**config.mk**
```make
export PLATFORM = sky130hd
export DESIGN_NAME = ahb_slave_wbuf
export DESIGN_NICKNAME = d
export VERILOG_FILES = /design/src/rtl/ahb_slave_wbuf.sv
export SDC_FILE = /design/constraint.sdc
export NUM_CORES = 1
export LEC_CHECK = 0
export CORE_ASPECT_RATIO = 0.7
export CORE_MARGIN = 8
export CORE_UTILIZATION = 53
export DETAILED_ROUTE_END_ITERATION = 12
export PLACE_DENSITY = 0.9
export SKIP_LAST_GASP = 1
export SYNTH_ARGS = -nofsm -noshare
export SYNTH_HDL_FRONTEND = slang
export SYNTH_SLANG_ARGS = --single-unit
```
**constraint.sdc**
```tcl
create_clock -name HCLK -period 3.8 [get_ports HCLK]
set_input_delay 0.76 -clock HCLK [delete_from_list [all_inputs] [get_ports HCLK]]
set_output_delay 0.76 -clock HCLK [all_outputs]
set_load 0.01 [all_outputs]
```
**src/rtl/ahb_slave_wbuf.sv**
```systemverilog
// ahb_slave_wbuf: AHB-Lite slave with a posted-write FIFO in front of an
// external memory/peripheral port.
//
// Writes complete with zero wait states while the FIFO has room. The FIFO
// drains one entry per cycle whenever ReadyToWork is high. A read is held
// in wait states until every buffered write has drained, and only then is
// it issued to the external side.
//
// Optional feature macro: AHB_SLAVE_WBUF_ERR_EN
//   defined   : oversized HSIZE or StopOp at address phase -> two-cycle ERROR
//   undefined : HRESP tied low, oversized HSIZE is treated as full width,
//               StopOp is ignored
//
// Ports
//   HCLK, HRESETn          clock (rising edge), asynchronous active-low reset
//   HADDR..HWDATA          AHB-Lite slave inputs
//   HREADYOUT/HRESP/HRDATA AHB-Lite slave outputs
//   Write/Read             external write strobe / read request
//   AddressOUT/OutputData  external address / write data
//   ByteEnOUT              byte lane enables of the write being drained
//   FifoLevel              number of buffered writes
//   InData/ValidRead       external read data and its valid
//   StopOp                 back end refuses new requests
//   ReadyToWork            back end accepts a write this cycle
//   dbg_state              current FSM state (debug observation)
//
// Handshake: an AHB transfer is accepted on a rising edge where
// HSELx & HREADY & HTRANS[1]; a data phase completes on a rising edge where
// HREADYOUT is 1. The external write side is valid/ready: an entry leaves
// the FIFO on an edge where Write (valid) and ReadyToWork (ready) are both 1;
// Write is only raised when ReadyToWork is already high.
module ahb_slave_wbuf #(
  parameter int AddresseWidth = 32,
  parameter int DataWidth     = 32,
  parameter int FifoDepth     = 4
) (
  input  logic                            HCLK,
  input  logic                            HRESETn,
  input  logic [AddresseWidth-1:0]        HADDR,
  input  logic                            HWRITE,
  input  logic [2:0]                      HSIZE,
  input  logic [2:0]                      HBURST,
  input  logic [1:0]                      HTRANS,
  input  logic                            HREADY,
  input  logic                            HSELx,
  input  logic [DataWidth-1:0]            HWDATA,
  output logic                            HREADYOUT,
  output logic                            HRESP,
  output logic [DataWidth-1:0]            HRDATA,
  output logic                            Write,
  output logic                            Read,
  output logic [AddresseWidth-1:0]        AddressOUT,
  output logic [DataWidth-1:0]            OutputData,
  output logic [DataWidth/8-1:0]          ByteEnOUT,
  output logic [$clog2(FifoDepth):0]      FifoLevel,
  input  logic [DataWidth-1:0]            InData,
  input  logic                            ValidRead,
  input  logic                            StopOp,
  input  logic                            ReadyToWork,
  output logic [2:0]                      dbg_state
);

  localparam int NB   = DataWidth / 8;
  localparam int LW   = $clog2(NB);
  localparam int PTRW = $clog2(FifoDepth);
  localparam int PW   = PTRW + 1;
  localparam logic [2:0]      MAX_SIZE = 3'(LW);
  localparam logic [PW-1:0]   FULL     = PW'(FifoDepth);
  localparam logic [PTRW-1:0] PTR_ONE  = PTRW'(1);

  typedef enum logic [2:0] {
    S_IDLE  = 3'd0,
    S_WDATA = 3'd1,
    S_RWAIT = 3'd2,
    S_RREQ  = 3'd3,
    S_RDONE = 3'd4,
    S_ERR1  = 3'd5,
    S_ERR2  = 3'd6
  } state_t;

  state_t                   state;
  logic [AddresseWidth-1:0] a_addr;
  logic [NB-1:0]            a_be;

  logic [AddresseWidth-1:0] f_addr [FifoDepth];
  logic [DataWidth-1:0]     f_data [FifoDepth];
  logic [NB-1:0]            f_be   [FifoDepth];
  logic [PTRW-1:0]          wr_ptr, rd_ptr;
  logic [PW-1:0]            level;

  logic accept, req_err, push, pop;

  // Little-endian lane mask; sizes at or above the bus width select all lanes.
  function automatic logic [NB-1:0] lane_mask(input logic [2:0] size,
                                              input logic [LW-1:0] off);
    int nbytes;
    int start;
    if (size >= MAX_SIZE) return '1;
    nbytes = 1 << size;
    start  = int'(off) & ~(nbytes - 1);
    return NB'((1 << nbytes) - 1) << start;
  endfunction

  assign accept = HSELx & HREADY & HTRANS[1];

`ifdef AHB_SLAVE_WBUF_ERR_EN
  assign req_err = (HSIZE > MAX_SIZE) | StopOp;
  assign HRESP   = (state == S_ERR1) | (state == S_ERR2);
  logic unused_inputs;
  assign unused_inputs = ^{HBURST, HTRANS[0]};
`else
  assign req_err = 1'b0;
  assign HRESP   = 1'b0;
  logic unused_inputs;
  assign unused_inputs = ^{HBURST, HTRANS[0], StopOp};
`endif

  // Ready is decoded from registered state and the registered FIFO level, so
  // a pop in the same cycle as a full FIFO only frees the slot next cycle.
  always_comb begin
    HREADYOUT = 1'b1;
    case (state)
      S_WDATA:                 HREADYOUT = (level != FULL);
      S_RWAIT, S_RREQ, S_ERR1: HREADYOUT = 1'b0;
      default:                 HREADYOUT = 1'b1;
    endcase
  end

  assign push = (state == S_WDATA) && (level != FULL);
  assign pop  = (level != '0) && ReadyToWork;

  // A read is only requested with an empty FIFO, so Read and Write never
  // compete for AddressOUT.
  assign Write      = pop;
  assign Read       = (state == S_RREQ);
  assign AddressOUT = Read ? a_addr : (pop ? f_addr[rd_ptr] : '0);
  assign OutputData = pop ? f_data[rd_ptr] : '0;
  assign ByteEnOUT  = pop ? f_be[rd_ptr] : '0;
  assign FifoLevel  = level;
  assign dbg_state  = state;

  // Control FSM: a new transfer is taken only in a cycle that completes the
  // current data phase (HREADYOUT high), which chains pipelined transfers.
  always_ff @(posedge HCLK or negedge HRESETn) begin
    if (!HRESETn) begin
      state  <= S_IDLE;
      a_addr <= '0;
      a_be   <= '0;
      HRDATA <= '0;
    end else begin
      case (state)
        S_RWAIT: if (level == '0) state <= S_RREQ;
        S_RREQ: begin
          if (ValidRead) begin
            HRDATA <= InData;
            state  <= S_RDONE;
          end
        end
        S_ERR1: state <= S_ERR2;
        default: begin
          if (HREADYOUT) begin
            if (accept) begin
              a_addr <= HADDR;
              a_be   <= lane_mask(HSIZE, HADDR[LW-1:0]);
              if (req_err)     state <= S_ERR1;
              else if (HWRITE) state <= S_WDATA;
              else             state <= S_RWAIT;
            end else begin
              state <= S_IDLE;
            end
          end
        end
      endcase
    end
  end

  // FIFO bookkeeping; contents need no reset since level gates their use.
  always_ff @(posedge HCLK or negedge HRESETn) begin
    if (!HRESETn) begin
      wr_ptr <= '0;
      rd_ptr <= '0;
      level  <= '0;
    end else begin
      if (push) wr_ptr <= wr_ptr + PTR_ONE;
      if (pop)  rd_ptr <= rd_ptr + PTR_ONE;
      level <= level + PW'(push) - PW'(pop);
    end
  end

  always_ff @(posedge HCLK) begin
    if (push) begin
      f_addr[wr_ptr] <= a_addr;
      f_data[wr_ptr] <= HWDATA;
      f_be[wr_ptr]   <= a_be;
    end
  end

endmodule

```
==> results of run 1 <==
## routing by layer
metal	track usage, %	routed length (um)
met2	30.9	14100
met4	4.78	528
met5	0	13
met3	5.80	2350
met1	25.1	12600
## Yosys cell counts (2+ instances only)
library cell  count  area share (%)
inv_1             8            0.22
nand2_1           5            0.14
nor3_1            2           0.073
buf_2            15            0.55
o21ai_0           5            0.18
buf_6             3            0.25
clkbuf_1         13            0.36
mux2_4           30             3.3
a22o_1           32             2.1
buf_4             3            0.16
nor2_1            3           0.082
ha_1              6            0.55
nand3_1           2           0.073
dfrtp_1          78              14
mux2_2           37             3.1
and2_1           42             1.9
edfxtp_1        272              60
mux4_2           68              11
nor2b_1           2           0.092
a21oi_1           2           0.073
xnor2_1           5            0.32
## report_power, final
part	internal, W	switching (W)	total (W)
sequential	0.00516	0.000677	0.00584
clock	0.00189	0.00138	0.00327
combinational	0.00243	0.00168	0.00411
## area by class of cell
type | instances | area, sq um | share of cell area, %
Inverter | 8 | 30.0 | 0.173
Clock buffer | 55 | 1000 | 5.76
Timing Repair Buffer | 231 | 2370 | 13.6
Clock inverter | 9 | 88.8 | 0.511
Multi-Input combinational cell | 258 | 3340 | 19.2
Sequential cell | 350 | 10100 | 58.3
Tap cell | 331 | 414 | 2.38
## registers in the layout, indices dropped and copies added (netlist names), 3 cells and up
register	count
a_be	4
HRDATA	32
f_addr	128
f_data	128
dbg_state	3
a_addr	32
FifoLevel	3
f_be	16
## through the flow
stage | cell area, sq um | power (W)
floorplan | 13700 | 0.00803
global placement | 16300 | 0.00991
detailed placement | 16300 | 0.0101
CTS | 17400 | 0.0134
global route | 17400 | 0.0138
finish | 17400 | 0.0132
## worst max-delay path by stage
stage	startpoint	end	slack [ps]	cells after the start
3_3_place_gp	ReadyToWork	AddressOUT[28]	500	6
6_report	dbg_state[1]$_DFFE_PN0P_	AddressOUT[17]	160	5
4_1_cts	rd_ptr[0]$_DFFE_PN0P_	ByteEnOUT[0]	120	4
3_5_place_dp	ReadyToWork	AddressOUT[25]	490	6
2_1_floorplan	dbg_state[2]$_DFFE_PN0P_	f_addr[0][0]$_DFFE_PP_	610	3
5_1_grt	rd_ptr[0]$_DFFE_PN0P_	OutputData[26]	30	4
## cells by family after synthesis
| kind of cell | count (synthesis) | share of synthesized area (%) |
|---|---|---|
| flip-flops | 350 | 74.1 |
| multiplexers | 135 | 17.6 |
| AND/OR/NAND/NOR | 67 | 3.17 |
| AO/OA/AOI/OAI | 43 | 2.54 |
| buffers and inverters | 42 | 1.54 |
| adder cells (fa/ha/maj) | 7 | 0.697 |
| XOR/XNOR | 5 | 0.321 |
| other | 1 | 0.0275 |
==> impl_results.md, run 1 <==
- Commonest cells after routing, fill and taps aside: edfxtp_1 (272), clkdlybuf4s50_1 (214), dfrtp_1 (76), mux4_2 (68)
- Row cnt: 49
- Total GRT Usage: 19.0%
- Vias in the first global route: 7869
- LEAKAGE: 6.16 nW
- Slowest stage delay, CP: 560 ps
- Area Overhead vs Synth: 27.2%
- Drt drc: 0
- First-pass GRT wire length: 45.8 mm
- Post_cts resized: 0
- Crit path buf inv count: 2
- Detail Placement HPWL: 19.1 mm
- WHS: 428 ps
- Drt first pass iters: 4
- Min Clock Period, post-route: 3640 ps
- Routability cong.: 0.737
- Longest Clk Path Bufs: 3
- Initial antenna violation count: 1
- Synth Instances: 650
- Post-Place Setup Slack: 486 ps
- DRT iter0 DRCs: 332
- Die Span X: 208 um
- Core area: 25500 sq um
- DR vias: 6958
- DRT antenna net count: 0
- Max Clock Skew: 10.7 ps
- Most common cell after layout, fill and taps aside: edfxtp_1
- Worst EP arrival: 2880 ps
- Total wire length: 29.6 mm
- Largest net degree at the start of global routing: 71
- Max Cap Viol: 0
- Cell Pwr Density: 761 nW/um^2
- Peak supply drop: 535 uV
- TritonCTS Buffers: 35
- CP cell instances: nor2b_4 > and2_2 > buf_4 > a22o_1 > clkdlybuf4s50_1
- Die extent in y: 150 um
- Post-Syn Area: 13700 sq um
- Synthesized net count: 769
- Setup bufs post-CTS: 0
- Clock root buffer: clkbuf_16
- Placed Cells: 1178
- RSZ-0062 raised after global routing: false
- Fill cells: 1636
- Worst Tran Pin Value: 1010 ps
- I/O pin count: 222
- Yosys cell types: 38
- Clock Pin Slew Worst Setup and Hold Paths: 60 ps
- Worst-Skew Late Latency: 510 ps
- Port-buffer cells: 215
- HP Class: in2async
- CP Launch Type: flop
- Diodes inserted: 0
- Ys Warns: 0
- Die ar.: 31200 sq um
- Kind of end point of the critical path: output pin
- Synthesis-stage register bit count: 350
- Fin worst setup slack: 161 ps
- TritonCTS clock tree: done
- Max Fclk: 275 MHz
- Reg-to-reg critical path endpoint: FifoLevel[2]$_DFF_PN0_
- Relative slew slack: 32.7%
- Avg Cell Area, Syn: 21.0 sq um
- Final TNS setup: 0 ps
- Setup CP Type: reg2out
- CP max-delay cell: and2_2
- Worst R2R Setup Slack: 980 ps
- Share of post-route cells with drive strength above 1: 23.4%
- Sequential share of the synthesized area: 74.1%
- Synth Flop Type: edfxtp_1
- Setup-failing EPs final: 0
- Clock Sinks: 350
- Final Hold Viols: 0
- Total grt overflow: 0
- Max H-tree Level: 2
- Layout Cells excl Fill: 1242
- Status: completed
- Req. time, crit path: 3040 ps
- Pins Over Slew Limit: 0
- Hold bufs inserted after CTS: 0
- Via-per-instance ratio: 5.60
- Top Family by Delay on Critical Path: buffers and inverters
- Final nets: 1003
- Post-synth ARST share: 22.3%
- FF-to-FF path depth: 10
- Starting Density: 53.5%
- Worst-path fanout max: 20
- Tcrit/Tclk final: 95.8%
- Drt wl/cell: 23.8 um
- Critical R2R Launch: FifoLevel[1]$_DFF_PN0_
- Fin util: 68.1%
- EDFF count, synth: 272
Power figures use the tool's default switching activity.
==> run 2, diff against run 1 <==
--- a/config.mk
+++ b/config.mk
@@ -5,10 +5,12 @@
 export SDC_FILE = /design/constraint.sdc
 export NUM_CORES = 1
 export LEC_CHECK = 0
+export CAP_MARGIN = 20
 export CORE_ASPECT_RATIO = 0.7
 export CORE_MARGIN = 8
 export CORE_UTILIZATION = 53
 export DETAILED_ROUTE_END_ITERATION = 12
+export GPL_ROUTABILITY_DRIVEN = 0
 export PLACE_DENSITY = 0.9
 export SKIP_LAST_GASP = 1
 export SYNTH_ARGS = -nofsm -noshare
==> results of run 2 <==
The final DEF is identical to that of run 1; final timing and power are the same.
==> run 3, diff against run 2 <==
--- a/config.mk
+++ b/config.mk
@@ -5,9 +5,10 @@
 export SDC_FILE = /design/constraint.sdc
 export NUM_CORES = 1
 export LEC_CHECK = 0
+export ABC_CLOCK_PERIOD_IN_PS = 3800
 export CAP_MARGIN = 20
 export CORE_ASPECT_RATIO = 0.7
-export CORE_MARGIN = 8
+export CORE_MARGIN = 5
 export CORE_UTILIZATION = 53
 export DETAILED_ROUTE_END_ITERATION = 12
 export GPL_ROUTABILITY_DRIVEN = 0
==> impl_results.md, run 3 (synthesis results as in run 1) <==
- Commonest cells after routing, fill and taps aside: edfxtp_1 (272), clkdlybuf4s50_1 (214), dfrtp_1 (76), mux4_2 (68), clkbuf_16 (39)
- Setup-failing EPs final: 0 (unchanged)
- Diodes inserted: 0 (unchanged)
- Final nets: 1002 (-0.10%)
- Final TNS setup: 0 ps (unchanged)
- Max H-tree Level: 2 (unchanged)
- Port-buffer cells: 215 (unchanged)
- Fin util: 68.3% (+0.23 points)
- Status: completed
- Drt wl/cell: 23.4 um (-1.9%)
- Post-Place Setup Slack: 505 ps (+18.7 ps)
- Area Overhead vs Synth: 27.7%
- Total grt overflow: 0 (unchanged)
- Die extent in y: 144 um (-4.0%)
- RSZ-0062 raised after global routing: false
- CP Launch Type: flop
- Core area: 25500 sq um (unchanged)
- Setup CP Type: reg2out
- Grt met2 use: 33.1% (+2.1 points)
- I/O pin count: 222 (unchanged)
- Post_cts resized: 0 (unchanged)
- Worst-Skew Late Latency: 500 ps (about the same)
- Req. time, crit path: 3040 ps (about the same)
- HP Class: in2async
- Share of post-route cells with drive strength above 1: 23.5% (+0.16 points)
- Final Hold Viols: 0 (unchanged)
- Global routing's busiest layer: met2
- Initial antenna violation count: 0 (-1)
- LEAKAGE: 6.21 nW (+0.69%)
- Cell Pwr Density: 764 nW/um^2 (+0.37%)
- Worst-path fanout max: 25 (+25%)
- Vias in the first global route: 7729 (-1.8%)
- TritonCTS clock tree: done
- Top Registers: f_addr (128), f_data (128)
- Pins Over Slew Limit: 0 (unchanged)
- Max Clock Skew: 10.2 ps (-0.502 ps)
- Total GRT Usage: 20.2% (+1.2 points)
- Max Cap Viol: 0 (unchanged)
- Grt met3 use: 5.58% (-0.22 points)
- Worst Tran Pin Value: 852 ps (-157 ps)
- Most common cell after layout, fill and taps aside: edfxtp_1
- Longest Clk Path Bufs: 3 (unchanged)
- Total wire length: 29.0 mm (-2.1%)
- Tcrit/Tclk final: 94.7% (-1.0 points)
- Min Clock Period, post-route: 3600 ps (-38.6 ps)
- DRT antenna net count: 0 (unchanged)
- Drt first pass iters: 4 (unchanged)
- TritonCTS Buffers: 34 (-2.9%)
- Row cnt: 49 (unchanged)
- Hold bufs inserted after CTS: 0 (unchanged)
- Setup bufs post-CTS: 0 (unchanged)
- Worst EP arrival: 2840 ps (-40 ps)
- Drt drc: 0 (unchanged)
- Total Power: 0.0133 W (+0.70%)
- Die ar.: 29100 sq um (-6.8%)
- First-pass GRT wire length: 45.1 mm (-1.7%)
- DR vias: 6961 (+0.043%)
- Fill cells: 1585 (-3.1%)
- DRT iter0 DRCs: 414 (+25%)
- M1 GR Usage: 27.7% (+2.6 points)
- Via-per-instance ratio: 5.61 (+0.20%)
- Largest net degree at the start of global routing: 64 (-9.9%)
- Clock Sinks: 350 (unchanged)
- Max Fclk: 278 MHz (+1.1%)
- Starting Density: 53.5% (unchanged)
- Fin worst setup slack: 200 ps (+38.6 ps)
- Detail Placement HPWL: 18.0 mm (-6.1%)
- Kind of end point of the critical path: output pin
- Clock Pin Slew Worst Setup and Hold Paths: 60 ps (about the same)
- Peak supply drop: 502 uV (-6.1%)
- Die Span X: 202 um (-2.9%)
- Relative slew slack: 43.2% (+10 points)
- Clock root buffer: clkbuf_16
[run 3: area by class of cell]
class                      count  area (sq um)  share of cell area, %
clock buffer                  55          1110                   6.35
tap                          331           414                   2.38
multi-input combinational    258          3330                   19.1
inverter                       8          30.0                  0.172
sequential                   350         10100                   58.1
clock inverter                 7          35.0                  0.201
timing repair buffer         231          2380                   13.7
[run 3: final timing paths]
kind | start | to | slack, ps | depth (start not counted)
max | rd_ptr[0]$_DFFE_PN0P_ | AddressOUT[27] | 200 | 4
min | HRESETn | HRDATA[8]$_DFFE_PN0P_ | 360 | 1
max reg2reg | dbg_state[2]$_DFFE_PN0P_ | FifoLevel[2]$_DFF_PN0_ | 1120 | 9
min reg2reg | HRDATA[20]$_DFFE_PN0P_ | HRDATA[20]$_DFFE_PN0P_ | 500 | 1
max in group asynchronous | HRESETn | a_addr[8]$_DFFE_PN0P_ | 2660 | 2
min in group HCLK | HRDATA[20]$_DFFE_PN0P_ | HRDATA[20]$_DFFE_PN0P_ | 500 | 1
[run 3: metal layers]
layer | share of wire [%] | up-vias
li1 | - | 3068
met1 | 43 | 3618
met3 | 7.1 | 39
met2 | 49 | 236
met4 | 1.4 | 0
met5 | 0 | -
[run 3: metrics by stage]
step | cell area, sq um | instances | hold slack (ps)
5_1_grt | 17400 | 1240 | 413
2_1_floorplan | 13700 | 650 | 464
4_1_cts | 17400 | 1240 | 395
6_report | 17400 | 1240 | 360
3_5_place_dp | 16300 | 1178 | 493
3_3_place_gp | 16300 | 1178 | 487
[run 3: power breakdown]
part           total (W)  internal, W  switching, W  leakage (nW)
sequential       0.00584      0.00516      0.000676          3.40
combinational    0.00411      0.00245       0.00166          2.25
clock            0.00337      0.00200       0.00137         0.562
total             0.0133      0.00961       0.00370          6.21
[run 3: critical path: stages, from the launching register on]
cell and delay [ps]:
dfrtp_4 800, buf_12 260, mux4_2 540, a22o_1 230, clkdlybuf4s50_1 490
==> RTL edit 1: new RTL, settings of run 1 <==
Change the parameter `FifoDepth` from 4 to 16.
--- a/src/rtl/ahb_slave_wbuf.sv
+++ b/src/rtl/ahb_slave_wbuf.sv
@@ -32,7 +32,7 @@
 module ahb_slave_wbuf #(
   parameter int AddresseWidth = 32,
   parameter int DataWidth     = 32,
-  parameter int FifoDepth     = 4
+  parameter int FifoDepth     = 16
 ) (
   input  logic                            HCLK,
   input  logic                            HRESETn,
Ports: changed (resized FifoLevel); port bits go from 222 to 224. The function was not compared with the original's and may differ.
==> RTL edit 1 against run 1 <==
  * The flow now finishes with violations (negative setup slack)
  * Global-route usage rose by 3.0 points
  * Area after synthesis rose to 3.3 times the old value
  * Clock power rose to 3.2 times the old value
  * Hold slack improved by 0.059 ns
  * Sequential cell count rose by 822
  * Total power rose to 3.1 times the old value
  * Wire length rose to 3.7 times the old value
  * Sequential power rose to 3.0 times the old value
  * Setup slack got worse by 0.25 ns
  * Combinational power rose to 3.0 times the old value
  * Final area rose to 3.1 times the old value
  * First-iteration DRC count rose to 7.8 times the old value
  * Count of clock-buffer cells in the layout rose by 75
  * Highest routed layer unchanged
==> RTL edit 1: results <==
run_status:
  status: "complete, but fails checks"
  violations: "negative setup slack"
pwr:
  power.leakage_nw: 18.43
  vdd_ir_drop_max_mv: 0.4286
timing:
  relSlewSlack_pct: 52.98
  clock_skew_ns: 0.04549
  final-setup-viol-count: 7
  setup_ws_ns: -0.08597
layout:
  fin_nets: 2451
  final_cell_count_no_fill: 3568
  reg.largest.list: "f_addr: 512 flops, f_data: 512 flops, f_be: 64 flops"
min_path:
  hp-class: "flop to flop"
synthesis:
  synth-edff-count: 1088
  ys_types: 42
  synth_common_cells: "1,088 x edfxtp_1, 203 x mux4_2, 168 x mux2i_1, 84 x dfrtp_1, 69 x mux4_1"
  async_flop_share_pct: 7.167
  yosysSeqAreaShare_pct: 76.42
route:
  drt-wirelength-per-cell_um: 30.66
  dr.pass1.iters: 5
placement:
  io_buffers: 217
  gp_routability_congestion: 0.7808
  placed_area_um2: 49830
clock_network:
  numCtsBuffers: 105
  insertion_delay_ns: 0.69
  post-cts-setup-buffers: 20
worst_setup_path:
  critPathSlowestCell: "mux4_1"
  crit_fanout: 11
[RTL edit 1: final timing paths]
path	start	to	slack (ns)	cells after the start
worst max-delay path	rd_ptr[2]	AddressOUT[2]	-0.09	6
worst min-delay path	HRDATA[22]	HRDATA[22]	0.49	1
worst max register to register	FifoLevel[3]	f_addr[9][15]	0.83	9
worst min register to register	HRDATA[22]	HRDATA[22]	0.49	1
max in group asynchronous	HRESETn	HRDATA[28]	2.37	3
min in group asynchronous	HRESETn	a_addr[29]	0.56	2
[RTL edit 1: cell type report]
cell class                 instances  area (um^2)
inverter                          15        63.81
tap                             1150         1439
multi-input combinational        669        10190
fill                            5379        31340
clock inverter                    65        601.8
antenna                            3        7.507
timing repair buffer             364         4315
clock buffer                     130         2835
sequential                      1172        34790
[RTL edit 1: per-layer routing]
metal	wire length (um)	vias up	track usage [%]
li1	-	9050	-
met1	42690	11737	30.24
met2	52880	1383	35.98
met3	10560	213	4.626
met4	3253	2	7.052
met5	13	-	0
[RTL edit 1: logic make-up (layout without fill, tap and decap cells)]
logic type | count (synthesis) | after routing | synth area share, %
other | 1 | 4 | 0.008241
XOR/XNOR | 10 | 10 | 0.1925
AND/OR/NAND/NOR | 54 | 54 | 0.6517
adder cells (fa/ha/maj) | 12 | 12 | 0.3465
flip-flops | 1172 | 1172 | 76.42
buffers and inverters | 120 | 574 | 1.639
AO/OA/AOI/OAI | 85 | 85 | 1.356
multiplexers | 507 | 507 | 19.39
[RTL edit 1: power breakdown]
| group | leakage [nW] | internal, mW | total [mW] | switching (mW) |
|---|---|---|---|---|
| Sequential | 10.8 | 16.0 | 17.3 | 1.31 |
| Clock | 1.68 | 5.87 | 10.6 | 4.73 |
| Combinational | 5.96 | 6.55 | 12.5 | 5.94 |
| Total | 18.4 | 28.4 | 40.4 | 12.0 |
==> RTL edit 2: new RTL, flow settings as in run 1 <==
Without the edit above. Reset style: synchronous (`HRESETn`), changed in 2 clocked blocks. Comments in the files are not updated.
--- a/src/rtl/ahb_slave_wbuf.sv
+++ b/src/rtl/ahb_slave_wbuf.sv
@@ -141,7 +141,7 @@
 
   // Control FSM: a new transfer is taken only in a cycle that completes the
   // current data phase (HREADYOUT high), which chains pipelined transfers.
-  always_ff @(posedge HCLK or negedge HRESETn) begin
+  always_ff @(posedge HCLK) begin
     if (!HRESETn) begin
       state  <= S_IDLE;
       a_addr <= '0;
@@ -175,7 +175,7 @@
   end
 
   // FIFO bookkeeping; contents need no reset since level gates their use.
-  always_ff @(posedge HCLK or negedge HRESETn) begin
+  always_ff @(posedge HCLK) begin
     if (!HRESETn) begin
       wr_ptr <= '0;
       rd_ptr <= '0;
Behaviour: differs if HRESETn is asserted again (counterexample within 4 cycles, from zero or initial values and one cycle with HRESETn low); with HRESETn held inactive, the same outputs for 4 cycles.
==> RTL edit 2 against run 1 <==
  * Count of clock-buffer cells in the layout is 13 lower
  * Setup slack better by 0.055 ns
  * Area after synthesis is 0.61% lower
  * Final area is 1.5% lower
  * Clock skew is 0.0050 ns higher
  * Hold slack better by 0.024 ns
  * Final cell count is 12% higher
  * Wire length is 3.0% higher
  * Non-clock buffer count is 2 higher
  * Global-route usage is 0.29 points higher
  * Sequential cell count is 2 higher
  * Critical path type unchanged
  * Critical endpoint is now AddressOUT[19]
Power is not compared: it rests on default switching activity, and its combinational part moved more than twofold at a synthesized area within 25%.
==> RTL edit 2: results <==
run_status:
  status: "completed"
synthesis:
  yosysSeqAreaShare_pct: 72.01
  synth-adder-area-share_pct: 0.7009
  synth_compound_area_share_pct: 6.576
  synth-xor-area-share_pct: 0.3228
  synth_common_cells: "272 x edfxtp_1, 80 x dfxtp_1, 71 x a21oi_1, 69 x nand2_1, 68 x mux4_2"
  synthesis.nets: 940
  async_flop_share_pct: 0
  ys_types: 41
  netlist_instances: 821
  muxShareOfSynthArea_pct: 11.44
  synthFlopType: "edfxtp_1"
  yosys-top-cells-area: "edfxtp_1 60%, dfxtp_1 12%, mux4_2 11%"
min_path:
  hp-class: "flop to flop"
  hp-start: "HRDATA[2]"
  hold_depth: 2
global_routing:
  grt_util_all_layers_pct: 19.31
  grt_max_degree: 69
  grt_pass1_vias: 8155
  grt_antenna_before_repair: 0
  grt_first_pass_wirelength_mm: 47.20
layout:
  final_cell_count_no_fill: 1388
  fin_nets: 1151
  reg.largest.list: "f_addr: 128 flops, f_data: 128 flops"
  drive_above_1_share_pct: 14.00
route:
  dr.pass1.iters: 4
  drt_iter0_drc: 473
  drt-wirelength-per-cell_um: 21.97
  vias: 7988
worst_setup_path:
  reg2reg_from: "dbg_state[2]"
  arrival_ns: 2.82
  r2r_slack_ns: 1.29
  r2r-end: "FifoLevel[2]"
  critPathSlowestCell: "clkdlybuf4s50_1"
  crit_fanout: 18
clock_network:
  insertion_delay_ns: 0.50
  cts_root_buf: "clkbuf_16"
  numCtsBuffers: 34
  htreeDepth: 2
  clkTransAtPathRegs_ns: 0.06
  post-cts-setup-buffers: 0
timing:
  clock_skew_ns: 0.01579
  worstMarginPinSlew_ns: 1.065
placement:
  io_buffers: 215
  post-place-cells: 1327
  dp_hpwl_mm: 18.99
  gp_routability_congestion: 0.7213
pwr:
  vdd_ir_drop_max_mv: 0.3241
-- RTL edit 2: metrics by stage --
stage	hold slack, ns	util [%]	area [um^2]	setup slack, ns
2_1_floorplan	0.4600	-	13570	0.7740
3_3_place_gp	0.4408	63.14	16060	0.4342
3_5_place_dp	0.4463	63.14	16060	0.3904
4_1_cts	0.4546	67.23	17110	0.2301
5_1_grt	0.4723	67.23	17110	0.1007
6_report	0.4527	67.23	17110	0.2164
-- RTL edit 2: layer usage --
layer / vias up / track usage (%) / part of all wire, %
li1: 3592 / - / -
met1: 4024 / 25.97 / 43
met2: 333 / 31.49 / 48
met3: 39 / 5.043 / 7.9
met4: 0 / 4.562 / 1.5
met5: - / 0 / 0
-- RTL edit 2: cell type report --
cell class	instances	area, um^2
Tap cell	331	414.1
Sequential cell	352	9777
Clock buffer	42	902.1
Inverter	9	33.78
Fill cell	1690	8337
Multi-Input combinational cell	402	3477
Timing Repair Buffer	233	2362
Clock inverter	19	140.1
-- RTL edit 2: how the worst max path moves through the flow --
stage,from,end,slack [ns]
CTS,dbg_state[1],AddressOUT[19],0.23
global route,dbg_state[1],AddressOUT[19],0.10
finish,dbg_state[1],AddressOUT[19],0.22
detailed placement,ReadyToWork,AddressOUT[19],0.39
global placement,ReadyToWork,AddressOUT[19],0.43
floorplan,dbg_state[2],f_addr[1][0],0.77
-- RTL edit 2: where the power goes --
| part | total, mW | internal (mW) | switching, mW |
|---|---|---|---|
| registers | 4.32 | 4.22 | 0.105 |
| logic | 1.94 | 1.11 | 0.824 |
| clock network | 3.18 | 1.83 | 1.35 |
-- RTL edit 2: critical path: cells and delay by family (launching register included) --
| kind | cells | cell delay (ns) |
|---|---|---|
| buf+inv | 3 | 1.08 |
| flops | 1 | 0.56 |
| simple gates | 1 | 0.46 |
| compound gates | 1 | 0.22 |
